[src/rtl/pipe_hazard_ctrl.sv]
// pipe_hazard_ctrl: per-stage stall/flush control for the five-stage core.
// Handles load-use, fixed-latency mul/div sequencing, data-memory wait and
// branch redirects that overlap an outstanding instruction fetch.
// Optional performance counters: define PIPE_HAZARD_PERF_EN to build them;
// otherwise perf_stall_cnt/perf_flush_cnt read as zero and no flops exist.
module pipe_hazard_ctrl #(
    parameter int unsigned MD_LAT = 4,
    parameter int unsigned PERF_W = 32
) (
    input  logic              clk,
    input  logic              reset,
    input  logic [4:0]        d_ra1,
    input  logic [4:0]        d_ra2,
    input  logic              d_uses_ra1,
    input  logic              d_uses_ra2,
    input  logic              e_is_load,
    input  logic [4:0]        e_dst,
    input  logic              e_is_muldiv,
    input  logic              e_redirect,
    input  logic              imem_busy,
    input  logic              dmem_busy,
    output logic              stall_f,
    output logic              stall_d,
    output logic              stall_e,
    output logic              stall_m,
    output logic              flush_d,
    output logic              flush_e,
    output logic              flush_m,
    output logic              md_start,
    output logic              md_done,
    output logic [PERF_W-1:0] perf_stall_cnt,
    output logic [PERF_W-1:0] perf_flush_cnt
);

    typedef enum logic [1:0] {
        RUN       = 2'd0,
        MD_BUSY   = 2'd1,
        DMEM_WAIT = 2'd2
    } state_e;

    localparam logic [3:0] MD_LOAD = 4'(MD_LAT - 1);

    state_e     state_q, state_d;
    state_e     prior_q, prior_d;
    state_e     eff_state;
    logic [3:0] cnt_q, cnt_d;
    logic       redir_pend_q, redir_pend_d;
    logic       load_use;
    logic       flush_evt;

    assign load_use = e_is_load && (e_dst != 5'd0) &&
                      ((d_uses_ra1 && (e_dst == d_ra1)) ||
                       (d_uses_ra2 && (e_dst == d_ra2)));

    // DMEM_WAIT is left as soon as dmem_busy drops, so a cycle with
    // dmem_busy=0 behaves as the state that was interrupted.
    assign eff_state = (state_q == DMEM_WAIT) ? prior_q : state_q;

    // Next-state and combinational stall/flush decode, highest priority first
    always_comb begin
        state_d      = state_q;
        prior_d      = prior_q;
        cnt_d        = cnt_q;
        redir_pend_d = redir_pend_q;
        flush_evt    = 1'b0;
        stall_f      = 1'b0;
        stall_d      = 1'b0;
        stall_e      = 1'b0;
        stall_m      = 1'b0;
        flush_d      = 1'b0;
        flush_e      = 1'b0;
        flush_m      = 1'b0;
        md_start     = 1'b0;
        md_done      = 1'b0;

        if (dmem_busy) begin
            stall_f = 1'b1;
            stall_d = 1'b1;
            stall_e = 1'b1;
            stall_m = 1'b1;
            state_d = DMEM_WAIT;
            prior_d = eff_state;
        end else begin
            state_d = eff_state;
            case (eff_state)
                MD_BUSY: begin
                    if (cnt_q == '0) begin
                        // Result leaves E; the whole pipe resumes this cycle.
                        md_done = 1'b1;
                        state_d = RUN;
                    end else begin
                        stall_f = 1'b1;
                        stall_d = 1'b1;
                        stall_e = 1'b1;
                        flush_m = 1'b1;
                        cnt_d   = cnt_q - 4'd1;
                    end
                end
                default: begin
                    if (e_redirect) begin
                        flush_d      = 1'b1;
                        flush_e      = 1'b1;
                        stall_f      = imem_busy;
                        redir_pend_d = imem_busy;
                        flush_evt    = 1'b1;
                    end else if (e_is_muldiv) begin
                        md_start = 1'b1;
                        stall_f  = 1'b1;
                        stall_d  = 1'b1;
                        stall_e  = 1'b1;
                        flush_m  = 1'b1;
                        cnt_d    = MD_LOAD;
                        state_d  = MD_BUSY;
                    end else if (load_use) begin
                        stall_f   = 1'b1;
                        stall_d   = 1'b1;
                        flush_e   = 1'b1;
                        flush_evt = 1'b1;
                    end else begin
                        stall_f      = imem_busy;
                        flush_d      = imem_busy | redir_pend_q;
                        redir_pend_d = redir_pend_q & imem_busy;
                    end
                end
            endcase
        end

        if (!reset) begin
            stall_f   = 1'b0;
            stall_d   = 1'b0;
            stall_e   = 1'b0;
            stall_m   = 1'b0;
            flush_d   = 1'b1;
            flush_e   = 1'b1;
            flush_m   = 1'b1;
            md_start  = 1'b0;
            md_done   = 1'b0;
            flush_evt = 1'b0;
        end
    end

    // Controller state registers with synchronous active-low reset
    always_ff @(posedge clk) begin
        if (!reset) begin
            state_q      <= RUN;
            prior_q      <= RUN;
            cnt_q        <= '0;
            redir_pend_q <= 1'b0;
        end else begin
            state_q      <= state_d;
            prior_q      <= prior_d;
            cnt_q        <= cnt_d;
            redir_pend_q <= redir_pend_d;
        end
    end

`ifdef PIPE_HAZARD_PERF_EN
    logic [PERF_W-1:0] stall_cnt_q, flush_cnt_q;

    // Free-running event counters, wrapping at 2^PERF_W
    always_ff @(posedge clk) begin
        if (!reset) begin
            stall_cnt_q <= '0;
            flush_cnt_q <= '0;
        end else begin
            if (stall_f) begin
                stall_cnt_q <= stall_cnt_q + 1'b1;
            end
            if (flush_evt) begin
                flush_cnt_q <= flush_cnt_q + 1'b1;
            end
        end
    end

    assign perf_stall_cnt = stall_cnt_q;
    assign perf_flush_cnt = flush_cnt_q;
`else
    assign perf_stall_cnt = '0;
    assign perf_flush_cnt = '0;
`endif

endmodule
[config.mk]
export PLATFORM = sky130hd
export DESIGN_NAME = pipe_hazard_ctrl
export DESIGN_NICKNAME = d
export VERILOG_FILES = /design/src/rtl/pipe_hazard_ctrl.sv
export SDC_FILE = /design/constraint.sdc
export NUM_CORES = 1
export LEC_CHECK = 0
export CORE_MARGIN = 1.5
export CORE_UTILIZATION = 34
export CTS_CLUSTER_SIZE = 14
export DETAILED_ROUTE_END_ITERATION = 10
export PLACE_DENSITY_LB_ADDON = 0.3
export SYNTH_ARGS = -nofsm -noshare
export SYNTH_HDL_FRONTEND = slang
export SYNTH_SLANG_ARGS = --single-unit
[constraint.sdc]
create_clock -name clk -period 2.5 [get_ports clk]
set_clock_uncertainty 0.15 [all_clocks]
set_input_delay 0.5 -clock clk [delete_from_list [all_inputs] [get_ports clk]]
set_output_delay 0.5 -clock clk [all_outputs]
set_load 0.005 [all_outputs]
==> results of run 1 <==
## registers in the layout (all words and copies together), names as in the netlist
signal	count
cnt_q	4
prior_q	2
redir_pend_q	1
state_q	2
## critical path: stages
cell and delay (ns):
buf_6 0.11, or4_4 0.52, o21a_1 0.19, nand3b_1 0.13, buf_4 0.14, a21bo_1 0.10
buf_2 0.10
## final cells by class
type	instances	area share
multi-input cells	143	0.517
repair buffers	66	0.312
flip-flops and latches	9	0.107
well taps	46	0.0337
clock buffers	4	0.0264
inverters	2	0.00439
## cell usage in the layout (no fill, tap or decap), drive strengths merged, types with 2 or more instances in the layout
master / synthesis / routed
nand2: 9 / 9
a21oi: 6 / 6
buf: 64 / 42
nor3: 5 / 5
xor2: 2 / 2
or4: 2 / 2
dlygate4sd2: 0 / 7
nand2b: 4 / 4
nand4: 2 / 2
o21ai: 4 / 4
dfxtp: 9 / 9
xnor2: 10 / 10
ha: 2 / 2
conb: 1 / 64
clkdlybuf4s15: 0 / 6
o21a: 2 / 2
inv: 2 / 2
and2b: 2 / 2
nor2: 8 / 8
or3: 3 / 3
dlymetal6s2s: 0 / 2
and3: 2 / 2
clkbuf: 2 / 9
clkdlybuf4s50: 0 / 4
## what timing repair did
item / in CTS / in global routing
pin swaps: 23 / 20
hold endpoints to repair: 0 / 0
endpoints found under the setup margin: 9 / 7
gates resized for setup: 57 / 33
buffers inserted: 15 / 0
## layer usage
| layer | up-vias | track usage | wire (um) |
|---|---|---|---|
| li1 | 529 | - | - |
| met1 | 467 | 0.150 | 1100 |
| met2 | 39 | 0.233 | 1380 |
| met3 | 0 | 0.0339 | 132 |
| met4 | 0 | 0.00815 | 0 |
| met5 | - | 0 | 0 |
## through the flow
| stage | hold slack [ns] | util |
|---|---|---|
| 5_1_grt | 0.429 | 0.497 |
| 3_3_place_gp | 0.378 | 0.447 |
| 6_report | 0.391 | 0.497 |
| 3_5_place_dp | 0.368 | 0.447 |
| 2_1_floorplan | 0.325 | - |
| 4_1_cts | 0.383 | 0.489 |
## worst max-delay path by stage
stage | startpoint | to | slack [ns] | cells after the start
after floorplan | e_dst[1] | flush_d | 0.39 | 4
after global placement | e_dst[1] | flush_d | -0.62 | 6
after detailed placement | e_dst[1] | flush_d | -0.63 | 6
after CTS | d_ra1[1] | redir_pend_q | -0.11 | 16
after global routing | state_q[0] | stall_e | -0.01 | 7
final | e_dst[3] | flush_d | 0.06 | 7
## power by group through the flow
stage	sequential (uW)	combinational [uW]	clock, uW
detailed placement	160	197	0
floorplan	159	172	0
finish	159	207	166
CTS	158	196	174
global placement	160	196	0
global route	160	230	184
## cells by family (layout without fill, tap and decap cells)
| group | count (synthesis) | after routing | synth area share |
|---|---|---|---|
| compound gates | 19 | 19 | 0.103 |
| other cells | 1 | 64 | 0.00299 |
| fa+ha+maj | 2 | 2 | 0.0200 |
| simple gates | 45 | 45 | 0.243 |
| flops | 9 | 9 | 0.144 |
| xor+xnor | 12 | 12 | 0.0838 |
| buf+inv | 68 | 72 | 0.395 |
| mux | 1 | 1 | 0.00898 |
==> metrics.txt, run 1 <==
core area 0.00344 sq mm; Avg WL per Cell slightly below 10 um; WL final 2620 um; Synth top area share 0.383; maximum VDD drop 0.384 mV; worst hold start prior_q[1]; Critical Path End Type output pin; Die ar. 0.00406 sq mm; status completed; Total GRT Usage 0.126; most common flop cell mapped by yosys dfxtp_1; EDFF count, synth 0; Worst R2R Setup Slack 0.65 ns; Crit Path Max Fanout 3; Clock Tree Root clkbuf_8; Setup WS pre-CTS -0.628 ns; I/O pins 97; fin crit share 0.974; clock buffer depth 2; synthesized flop and latch total 9; Syn Inst Count 157; P_sw 158 uW; Clk pin slew, worst setup/hold paths 0.04 ns; top-count cell post-synth buf_4; Final Slew Violations 0; Sink Count 9; fraction of registers with async set/reset 0; post-layout min period 2.44 ns; library cells used by synthesis 43; total power draw 533 uW; Mapped Area about 0.0013 sq mm; R2R cell count 8; post-route setup TNS 0 ns; Final WS setup 0.0644 ns; # port buffers 32; cell count after placement 253; Design Area, Final 0.00171 sq mm; CTS tree yes; initial antenna violation count 0; worst hold path endpoint prior_q[1]; Worst Path Arrival 1.79 ns; Post-synth top cells buf_4, xnor2_1, dfxtp_1; vias 1035; largest net degree at the start of global routing 9; number of DRC markers in iteration 0 30; Clk pwr share 0.312; largest area contributor in the netlist buf_4; Starting Density 0.364; FILL cells 359; Die H 63.7 um; area grow syn2layout 36.3%; Leakage 0.000883 uW; H-tree levels 1; Comb power frac 0.389; Power Density 312 mW/mm^2; max_cap viols 0; vias in the first global route 947; die width roughly 64 um; CP Data Required Time 1.85 ns; register area share after synthesis 0.144; worst min-delay path class reg2reg; final setup fails 0; syn avg cell area about 8.0 sq um; number of diodes 0; top post-synthesis cells by area buf_4, dfxtp_1, xnor2_1; Cell Int Power roughly 380 uW; # hold bufs at CTS 0; Cells on Worst Hold Path 2; sequential power share 0.299; Reg area 183 sq um; final net count approximately 250; final non-filler cell total 270; layout cells sized above 1 0.335; DRT Pass-1 Iters 4; fmax 411 MHz; Final Hold Viols 0; post-route ant nets 0; YS warnings 0; Cell Rows 21; clk_lat worst skew around 0.23 ns; Setup CP Type in2out; FF-to-FF End cnt_q[2]; total CTS buffers 3; gp weighted congestion 0.785; area post-placement 0.00154 sq mm; Via density 3.83; Detail Placement HPWL 2040 um; footprint of the multi-input gates 883 sq um; Worst setup SP type input port; post-route DRC violation count 0; first-pass GRT wire length just over 4000 um; grt total ovfl 0; reg2reg start cnt_q[0]; Sw Ratio 0.296
No activity file was read; power rests on OpenSTA's default activity.
==> run 2: changes to the inputs <==
CORE_MARGIN = not set   (was 1.5)
PLACE_DENSITY = 0.93   (was not set)
PLACE_DENSITY_LB_ADDON = not set   (was 0.3)
==> run 2 against run 1 <==
Effect of this change: power increased by 2.2%; maximum frequency decreased by 1.8%; worst hold slack improved by 0.0027 ns; global-route usage increased by 0.67 points; final area decreased by 1.7%; critical endpoint is now md_done.
==> metrics.txt, run 2 (synthesized netlist as in run 1, its figures left out) <==
clk_lat worst skew between 0.2 and 0.25 ns; Starting Density 0.364; worst path cell trace nand4bb_4 -> nand2_4 -> buf_4 -> nand2_1 -> nor2_2 -> clkdlybuf4s50_1; status completed; die width 62.7 um; cell count after placement 250; DRT Pass-1 Iters 4; clock buffer depth 2; biggest regs cnt_q x4, prior_q x2, state_q x2; fmax 403 MHz; area grow syn2layout 34.0%; Critical Path End Type output pin; maximum VDD drop 0.0998 mV; Final Slew Violations 0; final setup fails 0; Crit Path Max Fanout 6; first-pass GRT wire length 4180 um; number of DRC markers in iteration 0 35; initial antenna violation count 0; post-route ant nets 0; busiest grt layer met2; I/O pins 97; Setup WS pre-CTS -0.622 ns; fin crit share 0.992; crit path buf inv count 2; worst min-delay path class reg2reg; Cell Rows 21; Sink Count 9; Detail Placement HPWL around 2100 um; Final WS setup 0.0207 ns; Via density ~4.0; post-layout min period 2.48 ns; CTS tree yes; layout cells sized above 1 0.307; CP top delay family buffers and inverters; Total GRT Usage 0.133; post-route DRC violation count 0; Leakage 0.000843 uW; Worst Path Arrival 1.83 ns; final net count 242; most common cell after layout, fill and taps aside conb_1; CP max stage cell clkdlybuf4s50_1; # port buffers 32; WL final 2770 um; Avg WL per Cell 10.6 um; Worst Hold Slack 0.393 ns; Die H around 63 um; vias 1044; Clk pin slew, worst setup/hold paths 0.05 ns; post-route setup TNS 0 ns; final non-filler cell total 261; number of diodes 0; Clock Tree Root clkbuf_8; Setup CP Type reg2out; Final Hold Viols 0; H-tree levels 1; core area around 0.0034 sq mm; total CTS buffers 3; # hold bufs at CTS 0; Power Density 324 mW/mm^2; Worst setup SP type flip-flop; CP Data Required Time 1.85 ns; most frequent cells in the layout conb_1, buf_4, xnor2_1; met1 Usage GRT 0.133; max_cap viols 0; max reg flops 4; grt total ovfl 0; slowest cell delay on critical path 0.52 ns; gp weighted congestion 0.835; largest register by flop count cnt_q; Die ar. 0.00393 sq mm; largest net degree at the start of global routing 8; met2 usage 0.253; vias in the first global route about 1000; routing usage on met3 0.0365
==> run 2: path summary, 6_finish.rpt <==
| check | startpoint | end | slack [ns] | cells after the start |
|---|---|---|---|---|
| min reg2reg | prior_q[1] | prior_q[1] | 0.39 | 2 |
| min | prior_q[1] | prior_q[1] | 0.39 | 2 |
| max | state_q[0] | md_done | 0.02 | 6 |
| max reg2reg | cnt_q[0] | cnt_q[2] | 0.66 | 8 |
==> run 2: area by class of cell <==
class	instances	area [sq um]
fill	332	1760
sequential	9	184
tap	46	57.6
timing repair buffer	57	482
inverter	2	7.51
multi-input combinational	143	905
clock buffer	4	45.0
==> run 2: what timing repair did <==
item	in CTS	in global routing
setup buffers	6	2
pin swaps	22	17
endpoints found under the setup margin	9	7
gates resized for setup	51	30
==> run 2: layer usage <==
| metal | wire, um | part of all wire |
|---|---|---|
| met1 | 1020 | 0.37 |
| met5 | 0 | 0 |
| met3 | 134 | 0.048 |
| met2 | 1580 | 0.57 |
| met4 | 36 | 0.013 |
==> run 2: worst reg2reg max path: stages, from the launching register on <==
cell and delay, ns:
dfxtp_2 0.32, inv_1 0.05, ha_1 0.18, nor3b_4 0.16, a21boi_2 0.16, buf_4 0.15
nor4b_2 0.27, xor2_1 0.18, and3_1 0.16
==> run 2: report_power, final <==
group	switching (uW)	internal, uW	leakage [uW]	total (uW)
clock	62.0	112	0.0000228	174
sequential	8.46	152	0.0000747	160
combinational	99.0	112	0.000746	211
==> run 2: stage by stage <==
step / utilization / area, sq um / power, uW
floorplan: - / 1490 / 331
global placement: 0.444 / 1530 / 351
detailed placement: 0.444 / 1530 / 357
CTS: 0.466 / 1610 / 528
global route: 0.488 / 1680 / 579
finish: 0.488 / 1680 / 545
==> run 3: changes to the inputs <==
GPL_ROUTABILITY_DRIVEN = 0   (was not set)
==> results of run 3 <==
Same layout as run 2: the final DEF is identical, and so are final timing and power.
